--- config.mk ---
export PLATFORM = sky130hd
export DESIGN_NAME = pmem_arbiter
export DESIGN_NICKNAME = d
export VERILOG_FILES = /design/src/rtl/rv32i_types.sv /design/src/rtl/pmem_arbiter.sv
export SDC_FILE = /design/constraint.sdc
export NUM_CORES = 1
export LEC_CHECK = 0
export BUFFER_PORTS_ARGS = -buffer_cell sky130_fd_sc_hd__buf_2
export CELL_PAD_IN_SITES_DETAIL_PLACEMENT = 1
export CELL_PAD_IN_SITES_GLOBAL_PLACEMENT = 2
export CORE_AREA = 2 2 543 545
export CTS_CLUSTER_DIAMETER = 150
export DETAILED_ROUTE_END_ITERATION = 12
export DIE_AREA = 0 0 545 547
export PLACE_DENSITY = 0.41
export SYNTH_ARGS = -nofsm -noshare
export SYNTH_HDL_FRONTEND = slang
export SYNTH_SLANG_ARGS = --single-unit
--- constraint.sdc ---
create_clock -name clk -period 1.48 [get_ports clk]
set_input_delay 0.296 -clock clk [delete_from_list [all_inputs] [get_ports clk]]
set_output_delay 0.296 -clock clk [all_outputs]
set_load 0.01 [all_outputs]
--- src/rtl/rv32i_types.sv ---
// ============================================================================
// Module : rv32i_types (package)
// Brief  : Shared types for the memory-side arbitration path.
// Rev    : 1.0  initial release
// ============================================================================
`default_nettype none

package rv32i_types;

    typedef enum logic [1:0] {
        IDLE    = 2'd0,
        SERVE_I = 2'd1,
        SERVE_D = 2'd2
    } pmem_arb_state_t;

endpackage : rv32i_types

`default_nettype wire

--- src/rtl/pmem_arbiter.sv ---
// ============================================================================
// Module : pmem_arbiter
// Brief  : Shares one cacheline adaptor between I-cache and D-cache.
//          Define PMEM_ARB_RR_EN for round-robin conflicts (default: D wins).
// Rev    : 1.0  initial release
// ============================================================================
`default_nettype none

module pmem_arbiter
    import rv32i_types::*;
#(
    parameter int LINE_W = 256
) (
    input  logic              clk,
    input  logic              rst,

    input  logic [31:0]       i_pmem_address,
    input  logic              i_pmem_read,
    output logic [LINE_W-1:0] i_pmem_rdata,
    output logic              i_pmem_resp,

    input  logic [31:0]       d_pmem_address,
    input  logic              d_pmem_read,
    input  logic              d_pmem_write,
    input  logic [LINE_W-1:0] d_pmem_wdata,
    output logic [LINE_W-1:0] d_pmem_rdata,
    output logic              d_pmem_resp,

    output logic [31:0]       pmem_address,
    output logic              pmem_read,
    output logic              pmem_write,
    output logic [LINE_W-1:0] pmem_wdata,
    input  logic [LINE_W-1:0] pmem_rdata,
    input  logic              pmem_resp
);

    pmem_arb_state_t state_q;
    pmem_arb_state_t state_d;

    logic w_i_req;
    logic w_d_req;
    logic w_d_wins;

    assign w_i_req = i_pmem_read;
    assign w_d_req = d_pmem_read | d_pmem_write;

`ifdef PMEM_ARB_RR_EN
    // Set when the D-cache received the most recent grant.
    logic last_d_q;

    always_ff @(posedge clk or posedge rst) begin
        if (rst) begin
            last_d_q <= 1'b0;
        end else if ((state_q == IDLE) && (state_d != IDLE)) begin
            last_d_q <= (state_d == SERVE_D);
        end
    end

    assign w_d_wins = ~last_d_q;
`else
    assign w_d_wins = 1'b1;
`endif

    always_ff @(posedge clk or posedge rst) begin
        if (rst) begin
            state_q <= IDLE;
        end else begin
            state_q <= state_d;
        end
    end

    always_comb begin
        state_d = state_q;
        case (state_q)
            IDLE: begin
                if (w_i_req && w_d_req) begin
                    state_d = w_d_wins ? SERVE_D : SERVE_I;
                end else if (w_d_req) begin
                    state_d = SERVE_D;
                end else if (w_i_req) begin
                    state_d = SERVE_I;
                end
            end
            SERVE_I, SERVE_D: begin
                if (pmem_resp) begin
                    state_d = IDLE;
                end
            end
            default: state_d = IDLE;
        endcase
    end

    // Request fields follow the granted requester combinationally, so a
    // requester that drops early simply stops driving the adaptor.
    always_comb begin
        pmem_address = 32'h0;
        pmem_read    = 1'b0;
        pmem_write   = 1'b0;
        pmem_wdata   = '0;
        i_pmem_resp  = 1'b0;
        d_pmem_resp  = 1'b0;
        case (state_q)
            SERVE_I: begin
                pmem_address = i_pmem_address;
                pmem_read    = i_pmem_read;
                i_pmem_resp  = pmem_resp;
            end
            SERVE_D: begin
                pmem_address = d_pmem_address;
                pmem_read    = d_pmem_read;
                pmem_write   = d_pmem_write;
                pmem_wdata   = d_pmem_wdata;
                d_pmem_resp  = pmem_resp;
            end
            default: ;
        endcase
    end

    assign i_pmem_rdata = pmem_rdata;
    assign d_pmem_rdata = pmem_rdata;

endmodule : pmem_arbiter

`default_nettype wire

Word-level counts from Yosys, hierarchy flattened. Cells that the tools add are included.

Muxes and demuxes: 11. Bitwise gates (word level): 1. Reductions and logical operators: 4. Equal/unequal tests: 4.

Operators with widths (count): 256-bit two-way mux (1); 32-bit one-hot mux with 2 select lines (1); 2-bit two-way mux (4); 4-bit != test (second input constant) (1); 2-bit one-hot mux with 2 select lines (1); 1-bit two-way mux (3); 2-bit by 1-bit == test with 1-bit output (second input constant) (1); 2-bit == test (second input constant) (1); 2-bit zero test (1); 2-bit != test (second input constant) (1); 1-bit one-hot mux with 2 select lines (1); 2-bit AND reduction (1); 2-bit OR reduction (1); 1-bit logical AND (1); 1-bit bitwise OR (1).

Bits of input ports: 582. Output and inout bits: 804. Word-level logic and storage cells: 21. Bits in registers: 2.

Longest topological paths before layout.
Word-level depth: 4. Mapped depth: 6. Depth with buffers taken out: 5.

Worst setup path before layout. Ideal clock, no wire load.

Kind: reg2out. From: register state_q[0]. To: output pmem_address[20]. Slack: 0.005 ns. Required time: 1.184 ns. Stages on the path, launching flop included: 7. Data arrival time: 1.179 ns. Path through: dfrtp_1 -> inv_1 -> ha_1 -> buf_4 -> buf_4 -> a22oi_1 -> nor2b_1.

Cells in the longest elaborated chain, start to end: 2.

Ends and longest elaborated chain: from (decl) (line pmem_arbiter.sv:37) `pmem_arb_state_t state_q;`; from (signal assigned) (line pmem_arbiter.sv:68) `state_q <= state_d;`; 2-bit == test or 2-bit by 1-bit == test with 1-bit output (tied branches) (line pmem_arbiter.sv:102) `case (state_q)`; 32-bit one-hot mux with 2 select lines (*) (line pmem_arbiter.sv:102); to (decl) (line pmem_arbiter.sv:29) `output logic [31:0] pmem_address,`.

Every way passes the cells marked *; elsewhere a longest branch is shown, timed or not.

Final worst setup path.
From: register state_q[0]. To: output pmem_wdata[34].

Cells in the longest elaborated chain, start to end: 2.

Ends and longest elaborated chain: 2-bit == test (line pmem_arbiter.sv:102); 256-bit two-way mux (line pmem_arbiter.sv:102); to (decl) (line pmem_arbiter.sv:32) `output logic [LINE_W-1:0] pmem_wdata,`.

No other way between the ends.

==> impl_metrics.py <==
metrics = {
    "run_status": {
        "status": "finished with violations",
        "violations": "setup timing",
    },
    "grt": {
        "grt_pass1_vias": 6999,
        "grt_use_total_pct": 9.90,
        "globalRouteOverflowTotal": 0,
        "antenna_found_initial": 129,
        "grt_pass1_wl_um": 171000,
        "grt_max_degree": 53,
    },
    "placed_design": {
        "finalWeightedCongestion": 0.897,
        "dp_hpwl_um": 146000,
        "dpl-instance-area_um2": 11200,
        "io_buffers": 617,
        "dp_cells": 4901,
        "post-place-ws_ns": -0.621,
    },
    "setup_path": {
        "critical_path_class": "flip-flop to output port",
        "r2r_cells": 5,
        "path_buf_inv": 5,
        "cp.arrival_ns": 1.76,
        "max_stage_delay_ns": 0.38,
        "critPathMaxFanout": 9,
        "worst_ep_required_time_ns": 1.18,
        "cp_slowest_cell": "dfrtp_1",
        "start_kind": "flip-flop",
        "endpoint_kind": "output port",
        "crit_cells": 7,
        "crit_family": "buffers and inverters",
        "cp_cell_sequence": "inv_2, ha_4, buf_12, buf_8, bufbuf_16, and2_1, buf_2",
    },
    "synthesis": {
        "syn_nets": 1478,
        "synthSimpleGateAreaFrac_pct": 29.4,
        "synth_area_leaders": "buf_4, and2_1, a22oi_1, nor2b_1, clkbuf_2",
        "synthAdderAreaFrac_pct": 0.599,
        "yosys_register_bits": 2,
        "synth_top_family_by_area": "buffers and inverters",
        "yosysTopAreaCell": "buf_4",
        "synth_compound_area_share_pct": 4.37,
        "avgSynthCellArea_um2": 7.02,
        "syn-cell-area_um2": 6270,
        "synth_warnings": 0,
        "synth_xor_area_share_pct": 0,
        "ys_seq_area_share_pct": 0.799,
        "ys_types": 16,
        "synth.top_cell.area_share_pct": 61.8,
        "syn_inst": 893,
        "synthMuxAreaShare_pct": 0,
    },
    "routing": {
        "firstDrtPassIters": 4,
        "routed_wl_um": 155000,
        "drt_iter0_drc": 304,
        "ant_nets": 0,
        "vias": 6990,
        "viasPerCell": 1.42,
        "met1_length_um": 33600,
        "top_layer": "met5",
        "avgRoutedWirePerCell_um": 31.4,
        "dr_wl_met2_um": 59200,
        "drcViolationCount": 0,
        "dr_wl_met3_um": 54900,
    },
    "flow_run": {
        "cap_violations": 0,
    },
    "sta": {
        "worst_slew_pin_slew_ns": 0.278,
        "holdWs_ns": 0.403,
        "slew_headroom_pct": 81.6,
        "fin_crit_sh_pct": 139,
        "setup_slack_ns": -0.575,
        "skew_ns": 0.00267,
        "rsz0062_at_grt": "yes",
        "hold_viol": 0,
        "finalSetupViolations": 293,
        "period_minus_slack_ns": 2.06,
        "slew_viol_final": 0,
        "fmax_mhz": 487,
    },
    "clocking": {
        "cts.path.max_buffers": 2,
        "path_clk_slew_ns": 0.03,
        "clock-sinks": 2,
        "cts_buffers": 3,
        "cts_tree": "yes",
        "root_buffer": "clkbuf_16",
        "h-tree-depth": 1,
        "clock_latency_ns": 0.23,
    },
    "finish": {
        "final_common_cell": "buf_2",
        "largest_reg_flops": 2,
        "final_cells": 4937,
        "layout_common_cells": "buf_2, and2_1, and2_4",
        "top_register": "state_q",
        "drive_above_1_share_pct": 74.3,
        "fin_area_um2": 12400,
        "area_delta_synth_final_pct": 98.2,
        "final_net_count": 1592,
        "top_regs": "state_q x2",
    },
    "floorplanning": {
        "start_util_pct": 2.14,
        "core-area_um2": 293000,
        "fp-row-count": 199,
        "die_area_um2": 298000,
        "io_pins": 1386,
        "die_y_um": 547,
        "fp.dieW_um": 545,
    },
    "power": {
        "power.density_nw_per_um2": 1510,
        "leakagePower_nw": 4.42,
        "ir_worst_vdd_mv": 0.543,
    },
    "worst_hold_path": {
        "min_path_cells": 3,
        "hold_class": "input port to flip-flop",
    },
}
==> cells by family after synthesis <==
| kind of cell | after synthesis |
|---|---|
| compound gates | 38 |
| fa+ha+maj | 3 |
| buf+inv | 555 |
| flops | 2 |
| simple gates | 295 |
==> cell type report <==
| type | count | area, um2 |
|---|---|---|
| tap | 3919 | 4900 |
| fill | 35094 | 280000 |
| inverter | 4 | 15.0 |
| timing repair buffer | 660 | 4920 |
| antenna | 13 | 32.5 |
| multi-input combinational | 336 | 2430 |
| sequential | 2 | 50.0 |
| clock buffer | 3 | 75.1 |
==> per-layer routing <==
layer / GRT usage (%) / up-vias
li1: - / 2451
met1: 6.28 / 2793
met2: 13.6 / 1249
met3: 16.3 / 449
met4: 3.08 / 48
met5: 0.689 / -
==> worst min-delay path, stage by stage <==
cell and delay [ns]:
buf_2 0.12, nand2b_1 0.08, a21oi_1 0.08
==> path summary, 6_finish.rpt <==
path | to | startpoint | slack, ns
worst max-delay path | pmem_wdata[34] | state_q[0] | -0.58
worst min-delay path | state_q[0] | i_pmem_read | 0.40
worst max register to register | state_q[0] | state_q[1] | -0.01
worst min register to register | state_q[0] | state_q[0] | 0.72
max in group asynchronous | state_q[0] | rst | 0.82
min in group asynchronous | state_q[1] | rst | 0.55
==> through the flow <==
step	TNS, ns	utilization [%]	power [W]
floorplan	0	-	0.00666
global placement	-95.10	3.82	0.0150
detailed placement	-89.00	3.82	0.0150
CTS	-158.24	4.09	0.0182
global route	-173.47	4.24	0.0203
finish	-142.71	4.25	0.0188
==> where the power goes <==
group / internal (W) / switching, W
sequential: 0.0000819 / 0.0000275
combinational: 0.00845 / 0.00980
clock: 0.000345 / 0.0000762
total: 0.00888 / 0.00991
==> timing repair <==
| item | 4_1_cts | 5_1_grt |
|---|---|---|
| gates resized for setup | 141 | 109 |
| cloned | 6 | 3 |
| pin swaps | 11 | 2 |
| hold buffers | 1 | 0 |
| endpoints found under the setup margin | 293 | 294 |
| endpoints found under the hold margin | 2 | 0 |
| setup buffers | 8 | 3 |
==> cells in the mapped netlist (all sizes together) <==
| cell | count |
|---|---|
| buf | 523 |
| inv | 4 |
| nor2b | 33 |
| nor2 | 1 |
| a22oi | 33 |
| and2 | 259 |
| nand2b | 1 |
| clkbuf | 28 |
| and2b | 1 |
| o22ai | 1 |
| ha | 3 |
| a21oi | 3 |
| o21ai | 1 |
| dfrtp | 2 |
No activity file was read; power rests on OpenSTA's default activity.
